**src/rtl/demux_1to2_stream_if.sv**
```systemverilog
// demux_1to2_stream_if: stream bundle between an upstream source, the 1-to-2 demux and two downstream sinks
// master: upstream/sink side (drives in_*, alt_en, outX_ready); slave: demux side (drives in_ready, outX_*, cnt*)
interface demux_1to2_stream_if #(parameter int WIDTH = 8);
  logic [WIDTH-1:0] in_data;
  logic             in_sel;
  logic             in_valid;
  logic             in_ready;
  logic             alt_en;
  logic [WIDTH-1:0] out0_data;
  logic [WIDTH-1:0] out1_data;
  logic             out0_valid;
  logic             out1_valid;
  logic             out0_ready;
  logic             out1_ready;
  logic [7:0]       cnt0;
  logic [7:0]       cnt1;
  modport master (
    output in_data, in_sel, in_valid, alt_en, out0_ready, out1_ready,
    input  in_ready, out0_data, out1_data, out0_valid, out1_valid, cnt0, cnt1
  );
  modport slave (
    input  in_data, in_sel, in_valid, alt_en, out0_ready, out1_ready,
    output in_ready, out0_data, out1_data, out0_valid, out1_valid, cnt0, cnt1
  );
endinterface

```
**src/rtl/demux_1to2_stream.sv**
```systemverilog
// demux_1to2_stream: routes an input stream into two registered output channels by select or alternation
// clk: clock; rst_n: synchronous active-low reset; s: stream bundle (slave view)
module demux_1to2_stream #(parameter int WIDTH = 8) (
  input logic                 clk,
  input logic                 rst_n,
  demux_1to2_stream_if.slave  s
);
  logic alt_ptr, dest, acc, ld0, ld1;
  always_comb begin
    dest       = s.alt_en ? alt_ptr : s.in_sel;
    // a slot is free if empty or being drained this cycle; in_valid is deliberately not involved
    s.in_ready = dest ? (!s.out1_valid || s.out1_ready) : (!s.out0_valid || s.out0_ready);
    acc        = s.in_valid && s.in_ready;
    ld0        = acc && !dest;
    ld1        = acc && dest;
  end
  always_ff @(posedge clk) begin
    if (!rst_n) begin
      s.out0_valid <= 1'b0;
      s.out1_valid <= 1'b0;
      s.out0_data  <= '0;
      s.out1_data  <= '0;
      s.cnt0       <= '0;
      s.cnt1       <= '0;
      alt_ptr      <= 1'b0;
    end else begin
      if (ld0) begin
        s.out0_data  <= s.in_data;
        s.out0_valid <= 1'b1;
        s.cnt0       <= s.cnt0 + 8'd1;
      end else if (s.out0_ready) s.out0_valid <= 1'b0;
      if (ld1) begin
        s.out1_data  <= s.in_data;
        s.out1_valid <= 1'b1;
        s.cnt1       <= s.cnt1 + 8'd1;
      end else if (s.out1_ready) s.out1_valid <= 1'b0;
      alt_ptr <= s.alt_en ? alt_ptr ^ acc : 1'b0;
    end
  end
endmodule

```
**src/flat_wrapper.sv**
```systemverilog
// flat-port wrapper written by rule: the top's interface ports become plain ports
module demux_1to2_stream_flat 
#(parameter int WIDTH = 8)
  (clk, rst_n, s_in_data, s_in_sel, s_in_valid, s_alt_en, s_out0_ready, s_out1_ready, s_in_ready, s_out0_data, s_out1_data, s_out0_valid, s_out1_valid, s_cnt0, s_cnt1);
  demux_1to2_stream_if #(.WIDTH(WIDTH)) s_i ();
  input logic clk;
  input logic rst_n;
  input wire logic [$bits(s_i.in_data)-1:0] s_in_data;
  input wire logic [$bits(s_i.in_sel)-1:0] s_in_sel;
  input wire logic [$bits(s_i.in_valid)-1:0] s_in_valid;
  input wire logic [$bits(s_i.alt_en)-1:0] s_alt_en;
  input wire logic [$bits(s_i.out0_ready)-1:0] s_out0_ready;
  input wire logic [$bits(s_i.out1_ready)-1:0] s_out1_ready;
  output wire logic [$bits(s_i.in_ready)-1:0] s_in_ready;
  output wire logic [$bits(s_i.out0_data)-1:0] s_out0_data;
  output wire logic [$bits(s_i.out1_data)-1:0] s_out1_data;
  output wire logic [$bits(s_i.out0_valid)-1:0] s_out0_valid;
  output wire logic [$bits(s_i.out1_valid)-1:0] s_out1_valid;
  output wire logic [$bits(s_i.cnt0)-1:0] s_cnt0;
  output wire logic [$bits(s_i.cnt1)-1:0] s_cnt1;
  assign s_i.in_data = s_in_data;
  assign s_i.in_sel = s_in_sel;
  assign s_i.in_valid = s_in_valid;
  assign s_i.alt_en = s_alt_en;
  assign s_i.out0_ready = s_out0_ready;
  assign s_i.out1_ready = s_out1_ready;
  assign s_in_ready = s_i.in_ready;
  assign s_out0_data = s_i.out0_data;
  assign s_out1_data = s_i.out1_data;
  assign s_out0_valid = s_i.out0_valid;
  assign s_out1_valid = s_i.out1_valid;
  assign s_cnt0 = s_i.cnt0;
  assign s_cnt1 = s_i.cnt1;
  demux_1to2_stream #(.WIDTH(WIDTH)) u_core (.clk(clk), .rst_n(rst_n), .s(s_i));
endmodule
```
**config.mk**
```make
export PLATFORM = sky130hd
export DESIGN_NAME = demux_1to2_stream_flat
export DESIGN_NICKNAME = d
export VERILOG_FILES = /design/src/rtl/demux_1to2_stream_if.sv /design/src/rtl/demux_1to2_stream.sv /design/src/flat_wrapper.sv
export SDC_FILE = /design/constraint.sdc
export NUM_CORES = 1
export LEC_CHECK = 0
export CAP_MARGIN = 5
export CORE_AREA = 10 10 63 65
export DETAILED_ROUTE_END_ITERATION = 16
export DIE_AREA = 0 0 73 75
export DONT_BUFFER_PORTS = 1
export PLACE_DENSITY = 0.79
export SLEW_MARGIN = 20
export SYNTH_ARGS = -nofsm -noshare
export SYNTH_HDL_FRONTEND = slang
export SYNTH_SLANG_ARGS = --single-unit
```
**constraint.sdc**
```tcl
create_clock -name clk -period 1.6 [get_ports clk]
set_input_delay 0.4 -clock clk [delete_from_list [all_inputs] [get_ports clk]]
set_output_delay 0.4 -clock clk [all_outputs]
set_load 0.03 [all_outputs]
```
=== Yosys cells after proc, flatten, opt, wreduce, memory -nomap -nowiden ===
Index checks and enable logic that the tools add are counted.

* $add $sub $neg: 2
* Mux-type cells: 6
* Bitwise logic cells: 1
* Reduce and logical (&&, ||, !) cells: 11

{| class="wikitable"
|+ Operators with widths
! kind !! number
|-
| $add A8 B1 Y8 const B || 2
|-
| $mux W1 || 6
|-
| $reduce_bool A2 Y1 || 2
|-
| $logic_and A1 B1 Y1 || 3
|-
| $logic_not A1 Y1 || 3
|-
| $logic_or A1 B1 Y1 || 2
|-
| $reduce_and A2 Y1 || 1
|-
| $xor A1 B1 Y1 || 1
|}

* Register bits after elaboration: 35
* Bits of input ports: 15
* Output and inout bits: 35

=== Logic depth before layout (Yosys ltp) ===
Gate-level depths: netlist (run 1).

* Depth in word-level cells: 6
* Depth in mapped cells: 5
* Depth with buffers taken out: 5

=== Least setup slack after synthesis (run 1) ===
OpenSTA, ideal clock, no wires.

* Path kind: input -> output
* Start: input port s_alt_en
* End: output port s_in_ready
* Arrival: 1.212 ns
* Setup slack: -0.012 ns
* Cell stages on the path: 3
* Path buffers: 0
* Path through: mux2i_2 > nor2_1 > nor2_1

* Longest elaborated chain between the ends: 2

{| class="wikitable"
|+ Ends and longest elaborated chain
! element !! RTL line !! RTL
|-
| start, declared || flat_wrapper.sv:11 || <nowiki>input wire logic [$bits(s_i.alt_en)-1:0] s_alt_en;</nowiki>
|-
| $mux W1 || demux_1to2_stream.sv:10 || <nowiki>dest = s.alt_en ? alt_ptr : s.in_sel;</nowiki>
|-
| $mux W1 || demux_1to2_stream.sv:12 || <nowiki>s.in_ready = dest ? (!s.out1_valid || s.out1_ready) : (!s.out0_valid || s.out0_ready);</nowiki>
|-
| end, declared || flat_wrapper.sv:14 || <nowiki>output wire logic [$bits(s_i.in_ready)-1:0] s_in_ready;</nowiki>
|}

No other way between the ends.

=== Worst setup path after layout (run 1) ===
* Start: register u_core.alt_ptr
* End: output port s_in_ready

* Longest elaborated chain between the ends: 2

{| class="wikitable"
|+ Ends and longest elaborated chain
! element !! RTL line !! RTL
|-
| start, declared || demux_1to2_stream.sv:8 || <nowiki>logic alt_ptr, dest, acc, ld0, ld1;</nowiki>
|-
| start signal, assigned || demux_1to2_stream.sv:37 || <nowiki>alt_ptr <= s.alt_en ? alt_ptr ^ acc : 1'b0;</nowiki>
|-
| $mux W1 || demux_1to2_stream.sv:10 ||
|-
| $mux W1 || demux_1to2_stream.sv:12 ||
|}

No other way between the ends.

==> results by group, run 1 <==
CTS
  – CTS Sinks: 35
  – Max clock buf depth: 2
  – CTS tree: built
  – Clk_lat worst skew: 360 ps
  – Number of H-tree levels: 2
  – Clk pin slew, worst setup/hold paths: 110 ps
  – CTS Buf Count: 5
  – CTS Root Cell: clkbuf_4

STA
  – RSZ-0062 raised after global routing: yes
  – Setup_tns: -77.6 ps
  – Final Cycle Share: 105%
  – Count of pins over their slew limit: 0
  – Relative slew slack: 74.6%
  – Max Freq: 596 MHz
  – Worst-Margin Slew: 380 ps
  – Fin crit period: 1680 ps
  – Hold Vio Cnt, Final: 0
  – Worst setup margin: -77.6 ps
  – Clk_skew: 10.8 ps
  – Hold_ws: 157 ps
  – Final setup fails: 1

Pwr
  – Total power: 1.67 mW
  – Peak supply drop: 0.000754 V
  – PD cells: 944 nW/um^2
  – Leakage Power: 0.687 nW

Final layout
  – Fillcell total: 238
  – # nets final: between 200 and 250
  – Area growth, synth to finish: 22.2%
  – Share of layout cells above drive strength 1: between 20% and 30%
  – N_diodes: 0

Routing
  – Wire per inst: approximately 17 um
  – Wirelength, routed: 4030 um
  – ANT nets after route: 0
  – Vias: 1338
  – Via density: between 5 and 6
  – Starting DRT DRC Count: about 120
  – Residual DRC: 0
  – 1st-pass router iterations: 4

Global route
  – Initial antenna violation count: 0
  – First-pass GRT wire length: approximately 6500 um
  – Largest net degree at the start of global routing: 16
  – Total GRT Usage: 15.0%
  – Vias in the first global route: between 1k and 1.5k
  – Global route overflow: 0

Setup path
  – R2R Setup Slk: 0 ps
  – Reg2Reg Launch Point: u_core.alt_ptr$_SDFF_PN0_
  – CP startpoint kind: flop
  – Worst Reg2Reg Path Length in Cells: 5
  – Worst Path Max Fanout: 4
  – WP data required: 1200 ps
  – WP data arrival: around 1300 ps
  – Setup crit end kind: output port
  – Crit Reg-Reg Endpoint: u_core.s.cnt1[7]$_SDFFE_PN0P_
  – Crit path kind: reg -> out

Yosys
  – Synth warn: 0
  – Multiplexer share of the synthesized area: 1.98%
  – Post-Synth Adder-Cell Area: 1.73%
  – Synth Area in Simple Gates: around 27%
  – Synth cell types: 31
  – Post-synthesis xor/xnor area fraction: 4.23%
  – Syn avg cell area: 8.48 sq um
  – Largest family of logic cells by synthesized area: simple AND/OR/NAND/NOR gates
  – Cell Area, Synth: 1450 sq um
  – Synth Area in Compound Gates: a little over an eighth
  – Synth Net Count: between 150 and 200
  – Syn Inst Count: roughly 170
  – #FFs+latches synth: 35
  – Part of the Yosys area used for sequential elements: between 40% and 50%

Place
  – Port Buffer Count: 0
  – DP HPWL: 3000 um
  – Final RePlAce weighted congestion: just over 0.8

Hold path
  – End of the worst hold path: u_core.s.cnt0[6]$_SDFFE_PN0P_
  – Hold Path Stages: 1
  – Worst hold path type: in -> reg
  – HP Start: rst_n

Die
  – Core area: ~2700 sq um
  – Initial core utilization: 53.5%
  – Die area: 5480 sq um
  – Ports: 50
  – Num rows: 19
  – Chip Width: 73 um
  – Die Y: 75 um

Run
  – Total of max-cap violations: 0

Outcome
  – Status: complete, but fails checks
  – Violated checks: setup timing
==> power by group <==
part | switching (mW) | internal (mW)
sequential | 0.0680 | 0.904
clock | 0.319 | 0.167
combinational | 0.122 | 0.0910
==> state kept, by name, summed over array words and instances (netlist names) <==
register,flops
u_core.alt_ptr,1
u_core.s.cnt0,8
u_core.s.cnt1,8
u_core.s.out0_data,8
u_core.s.out0_valid,1
u_core.s.out1_data,8
u_core.s.out1_valid,1
==> per-layer routing <==
layer	share of wire [%]	GRT usage (%)	vias up
li1	-	-	654
met1	36	14.7	612
met2	49	25.2	61
met3	13	7.88	11
met4	2.3	8.02	0
met5	0	0	-
==> cell families (layout without fill, tap and decap cells) <==
kind of cell	Yosys count	after routing
AO/OA/AOI/OAI	34	34
XOR/XNOR	7	7
adder cells (fa/ha/maj)	2	2
buffers and inverters	11	40
flip-flops	35	35
multiplexers	2	2
AND/OR/NAND/NOR	80	80
==> cell usage in the layout (no fill, tap or decap), types with 2 or more instances in the layout <==
| master | instances |
|---|---|
| clkinvlp_4 | 2 |
| and3_1 | 6 |
| xor2_1 | 4 |
| or4_1 | 3 |
| o31ai_1 | 3 |
| nand4_1 | 9 |
| clkbuf_4 | 5 |
| nor4_1 | 2 |
| dfxtp_1 | 34 |
| ha_1 | 2 |
| o21ai_0 | 2 |
| inv_1 | 3 |
| a21oi_1 | 24 |
| xnor2_1 | 3 |
| nand2b_1 | 2 |
| buf_4 | 27 |
| nand2_1 | 39 |
| nor2_1 | 9 |
==> cell type report <==
class	count	area, sq um	area share [%]
Multi-Input combinational cell	125	726	41.0
Sequential cell	35	704	39.8
Timing Repair Buffer	29	234	13.2
Clock buffer	5	37.5	2.12
Tap cell	31	38.8	2.19
Clock inverter	3	20.0	1.13
Inverter	3	11.3	0.636
==> stage by stage <==
step / instances / area, sq um / util, % / setup slack (ps)
final: 231 / 1770 / 65.4 / -77.6
after global routing: 231 / 1770 / 65.4 / -119
after CTS: 230 / 1760 / 64.8 / -75.2
after detailed placement: 221 / 1670 / 61.7 / 33.7
after global placement: 221 / 1670 / 61.7 / 74.0
after floorplan: 171 / 1450 / - / 50.4
==> synthesized netlist by cell type, drive strengths merged <==
| cell | count | share of area (%) |
|---|---|---|
| buf | 3 | 1.0 |
| dfxtp | 35 | 48 |
| and4b | 1 | 0.69 |
| o21bai | 1 | 0.52 |
| or3 | 1 | 0.43 |
| nor3 | 1 | 0.34 |
| nand4 | 9 | 3.9 |
| o31ai | 3 | 1.6 |
| o21ai | 2 | 0.69 |
| nand2 | 39 | 10 |
| inv | 3 | 0.78 |
| and2 | 1 | 0.43 |
| nand3 | 3 | 2.2 |
| o31a | 1 | 0.60 |
| nor4 | 2 | 0.86 |
| a21oi | 24 | 8.3 |
| ha | 2 | 1.7 |
| xnor2 | 3 | 1.8 |
| mux2i | 1 | 0.95 |
| o311ai | 1 | 0.60 |
| xor2 | 4 | 2.4 |
| and3 | 6 | 2.6 |
| o41ai | 1 | 0.60 |
| o21a | 1 | 0.52 |
| mux2 | 1 | 1.0 |
| nand2b | 3 | 1.3 |
| clkbuf | 5 | 1.3 |
| or4 | 3 | 1.6 |
| nor2 | 11 | 2.8 |
==> critical path, stage by stage (launching register included) <==
cell and delay, ps:
dfxtp_4 380, mux2_4 280, nor2_4 90, nor2_2 50, buf_6 130
==> how the worst max path moves through the flow <==
stage                                          from                       endpoint  slack [ps]  cells past startpoint
after floorplan                            s_alt_en  u_core.s.cnt0[7]$_SDFFE_PN0P_          50                      4
after global placement                     s_alt_en  u_core.s.cnt0[7]$_SDFFE_PN0P_          70                      4
after detailed placement                   s_alt_en  u_core.s.cnt0[7]$_SDFFE_PN0P_          30                      4
after CTS                 u_core.alt_ptr$_SDFF_PN0_                     s_in_ready         -80                      4
after global routing      u_core.alt_ptr$_SDFF_PN0_                     s_in_ready        -120                      4
final                     u_core.alt_ptr$_SDFF_PN0_                     s_in_ready         -80                      4
==> repair_timing <==
action	4_1_cts	5_1_grt
gates resized for setup	5	3
buffers inserted	1	1
endpoints found under the setup margin	1	4
hold endpoints to repair	0	0
hold buffers	0	0
(Power assumes the default switching activity.)
==> run 2: changes to the inputs <==
--- a/config.mk
+++ b/config.mk
@@ -5,11 +5,13 @@
 export SDC_FILE = /design/constraint.sdc
 export NUM_CORES = 1
 export LEC_CHECK = 0
+export ABC_CLOCK_PERIOD_IN_PS = 1600
 export CAP_MARGIN = 5
 export CORE_AREA = 10 10 63 65
 export DETAILED_ROUTE_END_ITERATION = 16
 export DIE_AREA = 0 0 73 75
 export DONT_BUFFER_PORTS = 1
+export GPL_ROUTABILITY_DRIVEN = 0
 export PLACE_DENSITY = 0.79
 export SLEW_MARGIN = 20
 export SYNTH_ARGS = -nofsm -noshare
==> results of run 2 <==
No change in the layout: final DEF, timing and power equal those of run 1.
==> variant 1: new RTL, settings of run 2 <==
`WIDTH` is set to 8 in 3 places; all go to 10.
--- a/src/rtl/demux_1to2_stream_if.sv
+++ b/src/rtl/demux_1to2_stream_if.sv
@@ -1,6 +1,6 @@
 // demux_1to2_stream_if: stream bundle between an upstream source, the 1-to-2 demux and two downstream sinks
 // master: upstream/sink side (drives in_*, alt_en, outX_ready); slave: demux side (drives in_ready, outX_*, cnt*)
-interface demux_1to2_stream_if #(parameter int WIDTH = 8);
+interface demux_1to2_stream_if #(parameter int WIDTH = 10);
   logic [WIDTH-1:0] in_data;
   logic             in_sel;
   logic             in_valid;
--- a/src/rtl/demux_1to2_stream.sv
+++ b/src/rtl/demux_1to2_stream.sv
@@ -1,6 +1,6 @@
 // demux_1to2_stream: routes an input stream into two registered output channels by select or alternation
 // clk: clock; rst_n: synchronous active-low reset; s: stream bundle (slave view)
-module demux_1to2_stream #(parameter int WIDTH = 8) (
+module demux_1to2_stream #(parameter int WIDTH = 10) (
   input logic                 clk,
   input logic                 rst_n,
   demux_1to2_stream_if.slave  s
--- a/src/flat_wrapper.sv
+++ b/src/flat_wrapper.sv
@@ -1,6 +1,6 @@
 // flat-port wrapper written by rule: the top's interface ports become plain ports
 module demux_1to2_stream_flat 
-#(parameter int WIDTH = 8)
+#(parameter int WIDTH = 10)
   (clk, rst_n, s_in_data, s_in_sel, s_in_valid, s_alt_en, s_out0_ready, s_out1_ready, s_in_ready, s_out0_data, s_out1_data, s_out0_valid, s_out1_valid, s_cnt0, s_cnt1);
   demux_1to2_stream_if #(.WIDTH(WIDTH)) s_i ();
   input logic clk;
Interface: changed (resized s_in_data, s_out0_data and s_out1_data); port bits go from 50 to 56. The function was not compared with the original's and may differ.
==> variant 1 against run 2 <==
  * The run still ends with negative setup slack left
  * Fmax down 2.2%
  * Setup slack worse by 0.037 ns
  * Area after synthesis up 7.2%
  * Final area up 10%
  * Clock power up 64%
  * Final cell count up 6.5%
  * Sequential cell count up 4
  * Power up 27%
  * Routed wire length up 9.7%
  * Global-route usage up 1.3 points
  * Largest cell class is now registers
==> variant 1: results <==
group,metric,value,unit
status,status,"complete, but fails checks",
power_and_ir_drop,powerComb,231,uW
power_and_ir_drop,switching_power,526,uW
min_path,min_to,"u_core.s.cnt0[7]",
route,wl_met3,556,um
yosys,synthAdderAreaFrac,0.0161,
yosys,yosysUniqueCellTypes,27,
clocking,clockBufferDepth,2,
route,viasPerCell,5.78,
clocking,clk_pin_slew,0.11,ns
global_route,track_usage,0.163,
min_path,hold_depth,1,
critical_path,cp.arrival,1.31,ns
route,wl_met1,1590,um
global_route,grt_pass1_vias,1380,
sta,setup_ws,-0.115,ns
sta,fin_skew,0.00684,ns
route,dr.first_iter.drc_count,124,
layout,antenna_cells,0,
global_route,grt_first_pass_wirelength,6890,um
route,firstDrtPassIters,4,
placed_design,dpl.hpwl,3130,um
layout,final_cells,246,
layout,drive_above_1_share,0.214,
power_and_ir_drop,p_clk,798,uW
clocking,insertion_delay,0.34,ns
yosys,postSynthNetCount,206,
yosys,yosysSeqAreaShare,0.502,
power_and_ir_drop,vdd_drop_max,1020,uV
yosys,synthTopCellsByArea,"dfxtp_1, nand2_1, a21oi_1",
sta,hold_slack,0.170,ns
yosys,yosysMostFrequentCell,"nand2_1",
yosys,synth_xor_area_frac,0.0395,
placed_design,placed_cells,233,
sta,tns,-0.115,ns
critical_path,ff2ff_setup_slack,0.04,ns
sta,setup_violations,1,
global_route,grt_max_degree,35,
placed_design,dpl_cell_area,0.00178,mm^2
status,violations,"negative setup slack",
critical_path,slowest_stage,"dfxtp_2",
route,dr_wl_met2,2250,um
yosys,syn_inst,187,
yosys,synthTopCellsByCount,"nand2_1, dfxtp_1, a21oi_1",
sta,worst_pin_slew,0.386,ns
power_and_ir_drop,p_leak,0.732,nW
power_and_ir_drop,p_seq,1.09,mW
route,drt-wirelength-per-cell,18.0,um
yosys,synth_compound_area_frac,0.144,
critical_path,cp_slowest_stage_delay,0.35,ns
critical_path,critPathMaxFanout,2,
critical_path,r2r_cells,6,
-- variant 1: worst max path at each step --
stage	endpoint
finish	s_in_ready
global route	s_in_ready
CTS	s_in_ready
detailed placement	u_core.s.cnt1[5]
global placement	u_core.s.cnt1[5]
floorplan	u_core.s.cnt1[5]
-- variant 1: per-layer routing --
layer	vias to the layer above	track usage
met2	56	0.279
li1	704	-
met4	0	0.0549
met3	2	0.0986
met1	661	0.161
met5	-	0
-- variant 1: final cells by class --
type	instances	area [um^2]
clock inverter	2	60.1
multi-input combinational	134	762
fill	205	753
inverter	4	15.0
timing repair buffer	30	258
tap	31	38.8
sequential	39	782
clock buffer	6	41.3
-- variant 1: timing repair --
action	in CTS	in global routing
cloned	0	0
endpoints found under the hold margin	0	0
endpoints found under the setup margin	2	8
buffers inserted	5	0
resized for setup	6	3
pin swaps	2	2
-- variant 1: worst max-delay path: cells and delay by family, from the launching register on --
kind | cells | cell delay, ns
buf+inv | 1 | 0.12
flops | 1 | 0.35
mux | 2 | 0.49
==> variant 2: new RTL, config.mk and constraints of run 2 <==
Without the edit above. Make the reset (`rst_n`) asynchronous in one clocked block. Comments in the files are not updated.
--- a/src/rtl/demux_1to2_stream.sv
+++ b/src/rtl/demux_1to2_stream.sv
@@ -14,7 +14,7 @@
     ld0        = acc && !dest;
     ld1        = acc && dest;
   end
-  always_ff @(posedge clk) begin
+  always_ff @(posedge clk or negedge rst_n) begin
     if (!rst_n) begin
       s.out0_valid <= 1'b0;
       s.out1_valid <= 1'b0;
Function: differs if rst_n is asserted again (counterexample within 4 cycles, from zero or initial values and one cycle with rst_n low); with rst_n held inactive, the same outputs for 10 cycles.
==> variant 2 against run 2 <==
  * The run still ends with negative setup slack left
  * Sequential cell count stayed put
  * Setup slack worse by 0.028 ns
  * Utilization is 0.14 points higher
  * Final area is 0.21% higher
  * Non-clock buffer count is 9 lower
  * Synthesized cell count is 37% lower
  * First-iteration DRC count is 55% lower
  * Clock skew is 0.00058 ns higher
  * Area after synthesis is 2.7% higher
  * Routed wire length is 20% lower
Power is not compared: it rests on default switching activity, and its combinational part moved more than twofold at a synthesized area within 25%.
==> variant 2: results <==
group,metric,value,unit
critical_path,critPathMaxFanout,2,
global_route,grt_pass1_vias,946,
placed_design,dpl_cell_area,0.00159,mm^2
clocking,clk_pin_slew,0.09,ns
status,violations,"negative setup slack",
global_route,grt_max_degree,36,
sta,tns,-0.106,ns
critical_path,slowest_stage,"dfrtp_1",
critical_path,cp_slowest_stage_delay,0.42,ns
global_route,track_usage,0.114,
route,firstDrtPassIters,3,
sta,worst_pin_slew,0.494,ns
layout,fill_cells,214,
yosys,ys_async_sr_fraction,1.00,
clocking,insertion_delay,0.32,ns
sta,setup_violations,1,
route,dr.first_iter.drc_count,53,
sta,fin_skew,0.0114,ns
critical_path,critPathTopFamily,"multiplexers",
clocking,clockBufferDepth,2,
yosys,postSynthNetCount,125,
layout,nets,151,
yosys,synthTopCellsByCount,"dfrtp_1, mux2_2, xor2_1",
yosys,yosysUniqueCellTypes,21,
sta,setup_ws,-0.106,ns
layout,drive_above_1_share,0.393,
status,status,"complete, but fails checks",
route,vias,919,
global_route,grt_first_pass_wirelength,4870,um
layout,design_area,0.00178,mm^2
route,totalWireLength,3210,um
critical_path,cp.arrival,1.31,ns
yosys,synthTopCellsByArea,"dfrtp_1, mux2_2, xor2_1",
yosys,yosysSeqAreaShare,0.588,
variant 2: final timing paths:
check	startpoint	endpoint	slack [ns]	cells after the start
worst max-delay path	u_core.alt_ptr	s_in_ready	-0.11	2
worst min-delay path	s_alt_en	u_core.alt_ptr	0.19	1
worst max register to register	u_core.alt_ptr	u_core.s.out0_data[6]	0.08	5
worst min register to register	u_core.s.cnt1[4]	u_core.s.cnt1[4]	0.54	1
max in group asynchronous	rst_n	u_core.s.out0_data[6]	0.91	2
min in group asynchronous	rst_n	u_core.s.cnt1[3]	0.52	2
variant 2: logic make-up after synthesis:
kind of cell,count (synthesis),share of synthesized area
multiplexers,20,0.153
adder cells (fa/ha/maj),2,0.0168
AO/OA/AOI/OAI,2,0.00840
AND/OR/NAND/NOR,31,0.129
flip-flops,35,0.588
XOR/XNOR,14,0.0823
buffers and inverters,4,0.0218
variant 2: layout make-up:
class                   count  share of cell area
clock buffers               8              0.0388
inverters                   2             0.00423
multi-input cells          70               0.349
flip-flops and latches     35               0.493
well taps                  31              0.0218
repair buffers             20              0.0930
variant 2: timing repair:
action,CTS,global route
hold buffers,2,0
gates cloned,0,1
pin swaps,0,1
gates resized for setup,2,3
setup buffers,2,5
setup endpoints to repair,1,8
endpoints found under the hold margin,35,0
variant 2: worst reg2reg max path: stages, from the launching register on:
cell     delay [ns]
dfrtp_1        0.42
mux2i_4        0.19
buf_4          0.17
nand3_4        0.17
buf_4          0.21
mux2_2         0.26
variant 2: layer usage:
metal	global-route usage	routed length [um]
met5	0	0
met4	0.0506	31
met3	0.0657	316
met2	0.191	1680
met1	0.114	1170
variant 2: metrics by stage:
step	cells	hold slack [ns]	power [mW]	setup WS, ns
2_1_floorplan	108	0.104	2.41	0.0342
3_3_place_gp	148	0.106	2.71	-0.00246
3_5_place_dp	148	0.106	2.77	-0.0307
4_1_cts	160	0.177	3.34	-0.110
5_1_grt	166	0.180	3.52	-0.148
6_report	166	0.192	3.34	-0.106
variant 2: power breakdown:
| group | switching [mW] | total, mW | internal [mW] |
|---|---|---|---|
| clock network | 0.272 | 0.531 | 0.259 |
| registers | 0.649 | 1.81 | 1.16 |
| logic | 0.560 | 0.997 | 0.436 |
| total | 1.48 | 3.34 | 1.86 |
